## src/rtl/conv1d_pkg.sv

```systemverilog
// Shared definitions for the conv1d output packer: command opcodes,
// lane geometry, STATUS word layout and the packed word type.
package conv1d_pkg;

  localparam logic [6:0] OP_POP     = 7'd20;
  localparam logic [6:0] OP_STATUS  = 7'd21;
  localparam logic [6:0] OP_CLEAR   = 7'd22;
  localparam logic [6:0] OP_SET_PAD = 7'd23;
  localparam logic [6:0] OP_FLUSH   = 7'd24;
  localparam logic [6:0] OP_WORDS   = 7'd25;
  localparam logic [6:0] OP_STALLS  = 7'd26;

  localparam int LANES  = 4;
  localparam int LANE_W = $clog2(LANES);

  // STATUS = {underflow, 21'b0, lane[1:0], fifo_count[7:0]}
  localparam int STAT_UNDERFLOW_BIT = 31;
  localparam int STAT_LANE_LSB      = 8;
  localparam int STAT_COUNT_LSB     = 0;

  typedef logic [31:0] packed_word_t;

  function automatic packed_word_t make_status(input logic underflow,
                                               input logic [LANE_W-1:0] lane,
                                               input logic [7:0] count_sat);
    packed_word_t s;
    s = '0;
    s[STAT_UNDERFLOW_BIT]          = underflow;
    s[STAT_LANE_LSB +: LANE_W]     = lane;
    s[STAT_COUNT_LSB +: 8]         = count_sat;
    return s;
  endfunction

endpackage

```

## src/rtl/packer_word_fifo.sv

```systemverilog
// Single-clock word FIFO for the output packer. Pointers carry one extra
// wrap bit so full and empty are distinguishable; head data is read
// combinationally. Push on full and pop on empty are ignored.
module packer_word_fifo #(
  parameter int DEPTH = 64,
  parameter int WIDTH = 32
) (
  input  logic                     clk,
  input  logic                     rst_n,
  input  logic                     clear,
  input  logic                     push,
  input  logic                     pop,
  input  logic [WIDTH-1:0]         wdata,
  output logic [WIDTH-1:0]         rdata,
  output logic [$clog2(DEPTH):0]   count,
  output logic                     full,
  output logic                     empty
);

  localparam int AW = $clog2(DEPTH);

  logic [WIDTH-1:0] mem [DEPTH];
  logic [AW:0]      wptr;
  logic [AW:0]      rptr;
  logic             do_push;
  logic             do_pop;

  assign count   = wptr - rptr;
  assign full    = (count == (AW+1)'(DEPTH));
  assign empty   = (wptr == rptr);
  assign do_push = push && !full && !clear;
  assign do_pop  = pop && !empty && !clear;
  assign rdata   = mem[rptr[AW-1:0]];

  // Pointer update; clear drops all stored words at once
  always_ff @(posedge clk or negedge rst_n) begin
    if (!rst_n) begin
      wptr <= '0;
      rptr <= '0;
    end else if (clear) begin
      wptr <= '0;
      rptr <= '0;
    end else begin
      if (do_push) wptr <= wptr + 1'b1;
      if (do_pop)  rptr <= rptr + 1'b1;
    end
  end

  // Storage write; contents need no reset since pointers gate visibility
  always_ff @(posedge clk) begin
    if (do_push) mem[wptr[AW-1:0]] <= wdata;
  end

endmodule

```

## src/rtl/conv1d_output_packer.sv

```systemverilog
// conv1d output packer: gathers int8 results four at a time into
// little-endian 32-bit words, queues them in a word FIFO and serves
// them to the CPU through the CFU command port.
// Optional feature macro: CONV1D_PACKER_STATS_EN (push/stall counters,
// read via opcodes 25 and 26).
module conv1d_output_packer
  import conv1d_pkg::*;
#(
  parameter int FIFO_DEPTH = 64,
  parameter int WORD_W     = 32
) (
  input  logic              clk,
  input  logic              rst_n,
  input  logic              in_valid,
  output logic              in_ready,
  input  logic [7:0]        in_data,
  input  logic              in_last,
  input  logic              cmd_valid,
  input  logic [6:0]        cmd,
  input  logic [WORD_W-1:0] cmd_arg,
  output logic [WORD_W-1:0] ret,
  output logic              ret_valid
);

  localparam int CW = $clog2(FIFO_DEPTH) + 1;

  logic [LANE_W-1:0] lane;
  packed_word_t      asm_word;
  packed_word_t      push_word;
  logic [7:0]        pad;
  logic              underflow;

  logic              pop_cmd;
  logic              clear_cmd;
  logic              pad_cmd;
  logic              flush_cmd;
  logic              accept;
  logic              byte_push;
  logic              flush_push;
  logic              fifo_push;
  logic              fifo_pop;
  packed_word_t      fifo_head;
  logic [CW-1:0]     fifo_count;
  logic              fifo_full;
  logic              fifo_empty;
  logic [7:0]        count_sat;
  packed_word_t      result;
  packed_word_t      words_val;
  packed_word_t      stalls_val;
  logic              unused_arg_bits;

  assign unused_arg_bits = ^cmd_arg[WORD_W-1:8];

  assign pop_cmd   = cmd_valid && (cmd == OP_POP);
  assign clear_cmd = cmd_valid && (cmd == OP_CLEAR);
  assign pad_cmd   = cmd_valid && (cmd == OP_SET_PAD);
  assign flush_cmd = cmd_valid && (cmd == OP_FLUSH);

  assign in_ready   = rst_n && !fifo_full && !clear_cmd;
  assign accept     = in_valid && in_ready;
  assign byte_push  = accept && ((lane == LANE_W'(LANES-1)) || in_last || flush_cmd);
  assign flush_push = flush_cmd && !accept && (lane != '0) && !fifo_full;
  assign fifo_push  = byte_push || flush_push;
  assign fifo_pop   = pop_cmd && !fifo_empty;
  assign count_sat  = (int'(fifo_count) > 255) ? 8'hFF : 8'(fifo_count);

  // Compose the outgoing word: filled lanes, the arriving byte, pad above
  always_comb begin
    push_word = '0;
    for (int i = 0; i < LANES; i++) begin
      if (i < int'(lane))
        push_word[8*i +: 8] = asm_word[8*i +: 8];
      else if ((i == int'(lane)) && accept)
        push_word[8*i +: 8] = in_data;
      else
        push_word[8*i +: 8] = pad;
    end
  end

  packer_word_fifo #(
    .DEPTH (FIFO_DEPTH),
    .WIDTH (32)
  ) u_fifo (
    .clk   (clk),
    .rst_n (rst_n),
    .clear (clear_cmd),
    .push  (fifo_push),
    .pop   (fifo_pop),
    .wdata (push_word),
    .rdata (fifo_head),
    .count (fifo_count),
    .full  (fifo_full),
    .empty (fifo_empty)
  );

  // Lane counter and assembly register track the partially built word
  always_ff @(posedge clk or negedge rst_n) begin
    if (!rst_n) begin
      lane     <= '0;
      asm_word <= '0;
    end else if (clear_cmd) begin
      lane <= '0;
    end else if (fifo_push) begin
      lane <= '0;
    end else if (accept) begin
      asm_word[{lane, 3'b000} +: 8] <= in_data;
      lane                          <= lane + 1'b1;
    end
  end

  // Pad byte and sticky underflow flag
  always_ff @(posedge clk or negedge rst_n) begin
    if (!rst_n) begin
      pad       <= 8'h00;
      underflow <= 1'b0;
    end else begin
      if (pad_cmd)                  pad       <= cmd_arg[7:0];
      if (clear_cmd)                underflow <= 1'b0;
      else if (pop_cmd && fifo_empty) underflow <= 1'b1;
    end
  end

`ifdef CONV1D_PACKER_STATS_EN
  logic [31:0] words_pushed;
  logic [31:0] stall_cycles;

  // Wrapping activity counters, zeroed by CLEAR
  always_ff @(posedge clk or negedge rst_n) begin
    if (!rst_n) begin
      words_pushed <= '0;
      stall_cycles <= '0;
    end else if (clear_cmd) begin
      words_pushed <= '0;
      stall_cycles <= '0;
    end else begin
      if (fifo_push)             words_pushed <= words_pushed + 1'b1;
      if (in_valid && !in_ready) stall_cycles <= stall_cycles + 1'b1;
    end
  end

  assign words_val  = words_pushed;
  assign stalls_val = stall_cycles;
`else
  assign words_val  = '0;
  assign stalls_val = '0;
`endif

  // Command result decode; unknown opcodes return zero
  always_comb begin
    result = '0;
    case (cmd)
      OP_POP:    result = fifo_empty ? '0 : fifo_head;
      OP_STATUS: result = make_status(underflow, lane, count_sat);
      OP_WORDS:  result = words_val;
      OP_STALLS: result = stalls_val;
      default:   result = '0;
    endcase
  end

  // Result register holds until the next command; valid pulses one cycle
  always_ff @(posedge clk or negedge rst_n) begin
    if (!rst_n) begin
      ret       <= '0;
      ret_valid <= 1'b0;
    end else begin
      ret_valid <= cmd_valid;
      if (cmd_valid) ret <= WORD_W'(result);
    end
  end

endmodule

```

## config.mk

```make
export PLATFORM = sky130hd
export DESIGN_NAME = conv1d_output_packer
export DESIGN_NICKNAME = d
export VERILOG_FILES = /design/src/rtl/conv1d_pkg.sv /design/src/rtl/packer_word_fifo.sv /design/src/rtl/conv1d_output_packer.sv
export SDC_FILE = /design/constraint.sdc
export NUM_CORES = 2
export LEC_CHECK = 0
export CORE_AREA = 2 2 350 438
export CTS_CLUSTER_DIAMETER = 150
export DETAILED_ROUTE_END_ITERATION = 8
export DIE_AREA = 0 0 352 440
export HOLD_SLACK_MARGIN = 0.12
export PLACE_DENSITY = 0.71
export SYNTH_ARGS = -nofsm -noshare
export SYNTH_HDL_FRONTEND = slang
export SYNTH_SLANG_ARGS = --single-unit
```

## constraint.sdc

```tcl
create_clock -name clk -period 7.8 [get_ports clk]
set_input_delay 1.56 -clock clk [delete_from_list [all_inputs] [get_ports clk]]
set_output_delay 1.56 -clock clk [all_outputs]
set_load 0.05 [all_outputs]
```

==> flow_metrics.tcl <==
set metrics [dict create \
    whs_ns 0.524 \
    die-area_mm2 0.155 \
    status "completed" \
    critPathCaptureType "primary output" \
    finalCritPeriodShare_pct 86.0 \
    power_density_mw_per_mm2 296 \
    dp.cells 5771 \
    drv_slew 0 \
    grt_pass1_vias 39600 \
    post_cts_buffers 0 \
    die_h_um 440 \
    synth_top_family_by_area "multiplexers" \
    syn_inst 3763 \
    cts_tree "yes" \
    clkTransAtPathRegs_ns 0.06 \
    min_delay_path_depth 2 \
    syn_area_mm2 0.0825 \
    fin_cells 6128 \
    synthSimpleGateAreaFrac_pct 3.04 \
    htree_levels 4 \
    synthXorXnorAreaFrac_pct 0.106 \
    synth_flop_cell "edfxtp_1" \
    slew_headroom_pct 7.92 \
    cp.required_ns 6.24 \
    synth_mux_area_share_pct 17.1 \
    grt_max_degree 131 \
    rsz0062_at_grt "false" \
    drive_gt1_share_pct 27.9 \
    comb_power_share_pct 14.6 \
    setup_viol 0 \
    antenna_found_initial 4 \
    synth_warnings 0 \
    coreArea_mm2 0.151 \
    routabilityCongestion 0.875 \
    holdBufCountCts 0 \
    leakagePower_nw 29.2 \
    rr_worst_depth 10 \
    syn_area_per_cell_um2 21.9 \
    area_growth_pct 12.6 \
    synth_fa_ha_area_share_pct 0.252 \
    initialDrtViolationCount 4623 \
    period_needed_ns 6.71 \
    start_util_pct 54.6 \
    ys_types 70 \
    cp_max_fo 28 \
    clock_latency_ns 0.84 \
    synth_seq_cells 2130 \
    antenna_left 0 \
    wl_um 191000 \
    pin_count 86 \
    netSwitchingFraction_pct 25.9 \
    cts_resized 0 \
    dr.pass1.iters 5 \
    cts_num_sinks 2130 \
    fp-row-count 160 \
    criticalPathCategory "flop to primary output" \
    max_freq_mhz 149 \
    clock_power_share_pct 33.8 \
    die_w_um 352 \
    hold_class "flop to flop" \
    grtUsageTotal_pct 24.9 \
    cts_root_buf "clkbuf_16" \
    hold_viol 0 \
    routed_via_density 6.40 \
    fillCellCount 10100 \
    drc 0 \
    irDropWorstVdd_mv 0.290 \
    cp.arrival_ns 5.15 \
    cts_buffers 192 \
    power_frac_seq_pct 51.6 \
    p_sw_mw 7.13 \
    vias 39200 \
    num-nets-final 4008 \
    grt_pass1_wl_um 277000 \
    grt_overflow 0 \
    synthesis.nets 3831 \
    synth-compound-area-share_pct 1.40 \
    cts_buffer_depth 3 \
    io_buffer_count 61 \
    tightest_slew_ns 1.38 \
    synth_edf_count 2048 \
    internal-power_mw 20.4 \
    avgRoutedWirePerCell_um 31.1 \
    cp-start-kind "flop" \
    fin_skew_ns 0.0528 \
    synthArstFlopShare_pct 3.85 \
    drv_cap 0 \
    fin_setup_tns_ns 0 \
    synth.yosys.seq_area_share_pct 77.0 \
    dp_hpwl_um 112000 \
]
-- cell families (layout without fill, tap and decap cells) --
logic type,count (synthesis),count (layout)
AO/OA/AOI/OAI,161,161
XOR/XNOR,10,10
adder cells (fa/ha/maj),16,16
buffers and inverters,222,560
flip-flops,2130,2130
multiplexers,665,665
other,0,2
AND/OR/NAND/NOR,559,559
-- power by group through the flow --
stage	Clock, mW	Combinational, mW	Sequential (mW)
6_report	9.30	4.02	14.2
5_1_grt	9.85	4.29	14.2
4_1_cts	9.42	4.04	14.2
3_5_place_dp	0	4.03	14.4
3_3_place_gp	0	3.89	14.4
2_1_floorplan	0	2.29	14.5
-- synthesized netlist by cell type, types with 7 or more instances --
cell type / instances / area [µm²]
nor2b_1: 28 / 175
mux2i_1: 56 / 561
xnor2_1: 7 / 61.3
buf_2: 34 / 170
nand3_1: 105 / 526
nand2_1: 233 / 875
dfrtp_1: 82 / 2050
a211oi_1: 8 / 60.1
mux4_2: 591 / 13300
mux2_2: 17 / 191
o21ai_0: 15 / 75.1
ha_1: 15 / 188
and3_1: 8 / 50.1
nor2_1: 127 / 477
nor3_1: 7 / 35.0
a21oi_1: 41 / 205
buf_1: 52 / 195
o2111ai_1: 16 / 140
a31oi_1: 9 / 56.3
inv_1: 10 / 37.5
clkbuf_1: 116 / 435
a31o_2: 25 / 219
edfxtp_1: 2048 / 61500
-- layer usage --
layer	routed length (µm)	up-vias	track usage [%]
met2	97500	1858	41.7
met4	5240	4	7.85
met3	15700	332	4.68
met1	72400	20900	33.5
li1	-	16100	-
met5	22	-	0
-- final timing paths --
check | start | end | slack [ns]
max in group asynchronous | rst_n | u_fifo.rptr[2]$_DFFE_PN0P_ | 5.92
hold reg to reg | ret[12]$_DFFE_PN0P_ | ret[12]$_DFFE_PN0P_ | 0.52
min in group asynchronous | rst_n | ret[12]$_DFFE_PN0P_ | 0.68
hold / removal | ret[12]$_DFFE_PN0P_ | ret[12]$_DFFE_PN0P_ | 0.52
setup reg to reg | u_fifo.rptr[2]$_DFFE_PN0P_ | u_fifo.mem[42][1]$_DFFE_PP_ | 2.35
setup / recovery | u_fifo.rptr[2]$_DFFE_PN0P_ | in_ready | 1.09
-- critical path, stage by stage (launching register included) --
cell and delay [ns]:
dfrtp_4 0.75, inv_8 0.22, ha_1 0.43, o21ai_0 0.24
a21oi_1 0.06, o311ai_0 0.60, o21bai_1 0.34, nor2_1 0.11
nor2b_1 0.55, clkdlybuf4s50_1 0.93
-- flip-flops by register name, summed over array words and instances (netlist names) --
| register | count |
|---|---|
| underflow | 1 |
| u_fifo.wptr | 7 |
| lane | 2 |
| pad | 8 |
| ret | 32 |
| asm_word | 24 |
| ret_valid | 1 |
| u_fifo.mem | 2048 |
| u_fifo.rptr | 7 |
-- stage by stage --
step | util [%] | area, µm² | total power, mW | worst slack, ns
2_1_floorplan | - | 82500 | 16.8 | 1.31
3_3_place_gp | 57.3 | 86700 | 18.3 | 1.53
3_5_place_dp | 57.3 | 86700 | 18.5 | 1.47
4_1_cts | 61.4 | 92900 | 27.6 | 1.05
5_1_grt | 61.4 | 92900 | 28.3 | 0.892
6_report | 61.4 | 92900 | 27.5 | 1.09
-- final cells by class --
class	instances	area, µm²	share of cell area (%)
well taps	2025	2530	2.73
clock buffers	244	5100	5.49
inverters	16	67.6	0.0728
repair buffers	189	1690	1.82
multi-input cells	1411	18800	20.2
flip-flops and latches	2130	63600	68.4
diodes	2	5.00	0.00539
clock inverters	111	1110	1.19
-- cells in the final DEF, fill, tap and decap left out, types with 15 or more instances in the layout --
| cell type | count |
|---|---|
| buf_4 | 119 |
| a31o_2 | 25 |
| ha_1 | 15 |
| nand2_1 | 233 |
| bufinv_16 | 16 |
| clkdlybuf4s50_1 | 60 |
| mux2i_1 | 56 |
| mux2_2 | 17 |
| clkinv_2 | 30 |
| a21oi_4 | 24 |
| dfrtp_1 | 78 |
| mux4_2 | 591 |
| a21oi_1 | 17 |
| nor2_4 | 64 |
| nand3_1 | 105 |
| o2111ai_1 | 16 |
| nor2b_1 | 28 |
| edfxtp_1 | 2048 |
| clkinv_1 | 47 |
| nor2_1 | 65 |
| clkbuf_1 | 43 |
| clkbuf_16 | 193 |
No activity file was read; power rests on OpenSTA's default activity.
